<file path="src/rtl/lc3b_types.sv">
// Shared widths, bus types and arbiter state encoding for the LC-3b cache/memory path.
package lc3b_types;

   localparam int unsigned ADDR_W = 16;
   localparam int unsigned LINE_W = 128;
   localparam int unsigned CNT_W  = 16;

   typedef logic [ADDR_W-1:0] lc3b_word;
   typedef logic [LINE_W-1:0] lc3b_cline;

   typedef enum logic [1:0] {
      S_IDLE    = 2'd0,
      S_SERVE_I = 2'd1,
      S_SERVE_D = 2'd2
   } arb_state_e;

   // Which cache won the most recent grant (used by round-robin arbitration).
   typedef enum logic {
      GRANT_I = 1'b0,
      GRANT_D = 1'b1
   } grant_side_e;

endpackage

</file>
<file path="src/rtl/grant_counter.sv">
// Free-running grant counter: increments on en_i, wraps at full scale, async active-low clear.
module grant_counter
   import lc3b_types::*;
(
   input  logic             clk,
   input  logic             rst_n,
   input  logic             en_i,
   output logic [CNT_W-1:0] count_o
);

   logic [CNT_W-1:0] count_q;
   logic [CNT_W-1:0] count_d;

   // Next count: natural modulo-2^CNT_W wrap on overflow.
   always_comb begin
      count_d = count_q;
      if (en_i) begin
         count_d = count_q + CNT_W'(1);
      end
   end

   // Count register.
   always_ff @(posedge clk or negedge rst_n) begin
      if (!rst_n) begin
         count_q <= '0;
      end else begin
         count_q <= count_d;
      end
   end

   assign count_o = count_q;

endmodule

</file>
<file path="src/rtl/cache_arbiter.sv">
// Arbitrates I-cache line fills and D-cache fills/writebacks onto one memory port.
// Optional build macro ARB_ROUND_ROBIN_EN: when both caches are pending in IDLE the
// side not granted last wins; otherwise the D-cache always has priority.
module cache_arbiter
   import lc3b_types::*;
(
   input  logic       clk,
   input  logic       rst_n,

   input  logic       icache_read,
   input  lc3b_word   icache_address,
   output lc3b_cline  icache_rdata,
   output logic       icache_resp,

   input  logic       dcache_read,
   input  logic       dcache_write,
   input  lc3b_word   dcache_address,
   input  lc3b_cline  dcache_wdata,
   output lc3b_cline  dcache_rdata,
   output logic       dcache_resp,

   output logic       mem_read,
   output logic       mem_write,
   output lc3b_word   mem_address,
   output lc3b_cline  mem_wdata,
   input  lc3b_cline  mem_rdata,
   input  logic       mem_resp,

   output logic [CNT_W-1:0] i_grant_count,
   output logic [CNT_W-1:0] d_grant_count
);

   arb_state_e state_q, state_d;
   // Strobe type captured at grant so a dropped request cannot change it mid-transfer.
   logic       rd_q, rd_d;
   logic       wr_q, wr_d;
   logic       i_grant, d_grant;
   logic       d_pending;
   logic       pick_d;

`ifdef ARB_ROUND_ROBIN_EN
   grant_side_e last_q, last_d;
`endif

   // Next-state, grant selection and memory-side strobes.
   always_comb begin
      state_d     = state_q;
      rd_d        = rd_q;
      wr_d        = wr_q;
      i_grant     = 1'b0;
      d_grant     = 1'b0;
      d_pending   = dcache_read | dcache_write;
      pick_d      = 1'b0;
      mem_read    = 1'b0;
      mem_write   = 1'b0;
      mem_address = lc3b_word'(0);
      icache_resp = 1'b0;
      dcache_resp = 1'b0;
`ifdef ARB_ROUND_ROBIN_EN
      last_d      = last_q;
`endif

      case (state_q)
         S_IDLE: begin
`ifdef ARB_ROUND_ROBIN_EN
            pick_d = d_pending & ~(icache_read & (last_q == GRANT_D));
`else
            pick_d = d_pending;
`endif
            if (pick_d) begin
               state_d = S_SERVE_D;
               wr_d    = dcache_write;
               rd_d    = dcache_read & ~dcache_write;
               d_grant = 1'b1;
`ifdef ARB_ROUND_ROBIN_EN
               last_d  = GRANT_D;
`endif
            end else if (icache_read) begin
               state_d = S_SERVE_I;
               i_grant = 1'b1;
`ifdef ARB_ROUND_ROBIN_EN
               last_d  = GRANT_I;
`endif
            end
         end

         S_SERVE_I: begin
            mem_read    = 1'b1;
            mem_address = icache_address;
            icache_resp = mem_resp;
            if (mem_resp) begin
               state_d = S_IDLE;
            end
         end

         S_SERVE_D: begin
            mem_read    = rd_q;
            mem_write   = wr_q;
            mem_address = dcache_address;
            dcache_resp = mem_resp;
            if (mem_resp) begin
               state_d = S_IDLE;
            end
         end

         default: begin
            state_d = S_IDLE;
         end
      endcase
   end

   // State and latched strobe-type registers.
   always_ff @(posedge clk or negedge rst_n) begin
      if (!rst_n) begin
         state_q <= S_IDLE;
         rd_q    <= 1'b0;
         wr_q    <= 1'b0;
      end else begin
         state_q <= state_d;
         rd_q    <= rd_d;
         wr_q    <= wr_d;
      end
   end

`ifdef ARB_ROUND_ROBIN_EN
   // Remembers the last granted side; starts as I so D wins the first tie.
   always_ff @(posedge clk or negedge rst_n) begin
      if (!rst_n) begin
         last_q <= GRANT_I;
      end else begin
         last_q <= last_d;
      end
   end
`endif

   // Fill data fans out to both caches; writeback data passes straight through.
   assign icache_rdata = mem_rdata;
   assign dcache_rdata = mem_rdata;
   assign mem_wdata    = dcache_wdata;

   grant_counter u_i_cnt (
      .clk     (clk),
      .rst_n   (rst_n),
      .en_i    (i_grant),
      .count_o (i_grant_count)
   );

   grant_counter u_d_cnt (
      .clk     (clk),
      .rst_n   (rst_n),
      .en_i    (d_grant),
      .count_o (d_grant_count)
   );

endmodule
</file>
<file path="config.mk">
export PLATFORM = sky130hd
export DESIGN_NAME = cache_arbiter
export DESIGN_NICKNAME = d
export VERILOG_FILES = /design/src/rtl/lc3b_types.sv /design/src/rtl/grant_counter.sv /design/src/rtl/cache_arbiter.sv
export SDC_FILE = /design/constraint.sdc
export NUM_CORES = 1
export LEC_CHECK = 0
export BUFFER_PORTS_ARGS = -buffer_cell sky130_fd_sc_hd__buf_2
export CAP_MARGIN = 40
export CORE_AREA = 8 8 277 279
export DETAILED_ROUTE_END_ITERATION = 6
export DIE_AREA = 0 0 285 287
export GPL_TIMING_DRIVEN = 0
export SLEW_MARGIN = 20
export SYNTH_ARGS = -nofsm -noshare
export SYNTH_HDL_FRONTEND = slang
export SYNTH_SLANG_ARGS = --single-unit
</file>
<file path="constraint.sdc">
create_clock -name clk -period 3.9 [get_ports clk]
set_input_delay 0.39 -clock clk [delete_from_list [all_inputs] [get_ports clk]]
set_output_delay 0.39 -clock clk [all_outputs]
set_load 0.03 [all_outputs]
</file>
==> flow_summary.ini <==
[floorplanning]
die_area_um2 = 81800
start_util = 0.0662
coreArea_um2 = 72300
die-width_um = 285
row_count = 99
io_pins = 730
chipHeight_um = 287

[route]
drt_wl_total_um = 30900
drc = 0
dr_wl_met2_um = 15100
drtIter0Drc = 160
dr_wl_met3_um = 4400
drt-pass1-iter-count = 4
drtAntennaViolNets = 0
vias = 5064
drt-met1-wl_um = 10700
highest_layer = met5
wire_per_inst_um = 15.3
vias_per_cell = 2.50

[sta]
rsz0062_at_grt = no
fmax_ghz = 0.338
hold_violations = 0
max_slew.worst_pin.slew_ns = 0.753
relSlewSlack = 0.498
finalMaxSlewViolations = 0
post-route-min-period_ns = 2.96
min_period_over_period = 0.758
setup_viol = 0
fin_worst_skew_ns = 0.00678
fin_tns_setup_ns = 0

[critical_path]
critPathMaxStageDelay_ns = 0.59
end_kind = primary output
cpMaxStageDelayCell = clkbuf_1
path_max_fanout = 9
crit_required_ns = 3.51
cp.arrival_ns = 2.57
crit_chain = inv_1, ha_1, clkbuf_1, clkbuf_1, a22oi_1, nor2b_1, buf_2
cp-start-kind = flip-flop
path_common_cell = clkbuf_1
critPathKind = reg -> out
worst-r2r-setup-slack_ns = 1.96

[clock_network]
cts_buffers = 5
clk_pin_slew_ns = 0.06
cts_tree = done
clk_latency_ns = 0.29
postCtsHoldBufs = 0
cts_resized = 0
root_buffer = clkbuf_16
cts_setup_buffers = 0
clockBufferDepth = 2
htree_levels = 2
numClockSinks = 36

[grt]
grt_usage = 0.0673
grt_pass1_wl_um = 39500
grt_pass1_vias = 5200
antenna_found_initial = 18
grt_max_degree = 20
overflow = 0

[pwr]
ir_drop_mv = 0.274
power_leakage_nw = 4.73
powerDensity_nw_per_um2 = 351

[cells_and_area]
syn2layout_area_growth_pct = 79.6
layout.nets = 1351
drive_gt1_frac = 0.833
fin_util = 0.119
seqCellArea_um2 = 901
multi_input_area_um2 = 955
fill_cells = 8392

[synthesis]
synthTopCellsByArea = buf_4 60%, dfrtp_1 19%, xnor2_1 4.4%
synthTopCellsByCount = 385 x buf_4, 36 x dfrtp_1, 24 x xnor2_1
synth_seq_area_share = 0.188
synth_area_leader_cell = buf_4
syn_inst = 568
synthesis.nets = 867
ys_warn_count = 0
synth_cell_type_count = 28
async_reset_ff_frac = 1.00
avgSynthCellArea_um2 = 8.43
synth_seq_cells = 36
synth_edf_count = 0
synth.most_common_cell = buf_4
ys.flop_type = dfrtp_1
yosysTopAreaCellShare = 0.604
synth_area_um2 = 4790

[placement]
dp_hpwl_um = 28900
gp_congestion = 0.777
port_buffers = 473

[flow_run]
cap_violations = 0

[min_path]
hp-class = in -> async

[status]
status = complete, no violations
worst max-delay path, delay by kind of cell, from the launching register on:
family	cells	cell delay [ns]
AOI/OAI and AO/OA	1	0.11
adders and majority gates	1	0.21
buffers and inverters	4	1.27
DFF	1	0.40
and+or+nand+nor	1	0.27
path summary, 6_finish.rpt:
check,start,end,cells after the start
min in group clk,icache_read,state_q[0],3
worst max register to register,state_q[0],u_i_cnt.count_o[15],7
worst max-delay path,state_q[1],mem_address[6],7
worst min register to register,u_d_cnt.count_o[15],u_d_cnt.count_o[15],1
worst min-delay path,rst_n,u_i_cnt.count_o[8],1
max in group asynchronous,rst_n,u_d_cnt.count_o[14],2
state kept, by name, indices dropped and copies added, names as in the netlist:
name             count
rd_q                 1
state_q              2
u_d_cnt.count_o     16
u_i_cnt.count_o     16
wr_q                 1
where the power goes:
group          internal (mW)  leakage [nW]  switching [mW]
Clock                  0.301        0.0799           0.180
Combinational          0.723          4.17            1.30
Sequential             0.444         0.480          0.0791
Total                   1.47          4.73            1.55
logic make-up (layout without fill, tap and decap cells):
kind of cell             count (synthesis)  after routing  share of synthesized area
adder cells (fa/ha/maj)                  5              5                     0.0131
flip-flops                              36             36                      0.188
other                                    0             11                          0
AO/OA/AOI/OAI                           25             25                     0.0371
XOR/XNOR                                30             30                     0.0549
buffers and inverters                  396            881                      0.612
multiplexers                             1              1                    0.00235
AND/OR/NAND/NOR                         75             75                     0.0920
cell usage in the layout, fill, tap and decap left out, types with 5 or more instances in the layout:
cell and n:
a21oi_1 5, a22oi_1 16, buf_2 474, buf_4 386
clkbuf_16 5, dfrtp_1 36, diode_2 11, ha_1 5
inv_1 5, nand2_1 19, nand3_1 12, nor2_1 7
nor2b_1 17, xnor2_1 24, xor2_1 6
routing by layer:
layer,vias up,GRT usage
met5,-,0
met4,22,0.0159
met3,37,0.0402
met2,404,0.116
met1,2210,0.0700
li1,2391,-
stage by stage:
step	cells	area [um^2]	hold slack [ns]	power, mW	setup slack (ns)
6_report	2023	8600	0.0404	3.02	0.943
5_1_grt	2016	8580	0.0544	3.25	0.703
4_1_cts	2012	8570	0.0345	3.13	0.832
3_5_place_dp	2004	8410	0.363	2.62	1.18
3_3_place_gp	2000	8360	0.462	2.58	0.384
2_1_floorplan	568	4790	0.0944	1.90	1.80
cell type report:
| class | count | area share |
|---|---|---|
| flip-flops and latches | 36 | 0.105 |
| clock inverters | 3 | 0.00495 |
| diodes | 11 | 0.00320 |
| multi-input cells | 136 | 0.111 |
| repair buffers | 477 | 0.281 |
| well taps | 959 | 0.139 |
| clock buffers | 5 | 0.0145 |
| inverters | 5 | 0.00218 |
| plain buffers | 391 | 0.339 |
No activity file was read; power rests on OpenSTA's default activity.
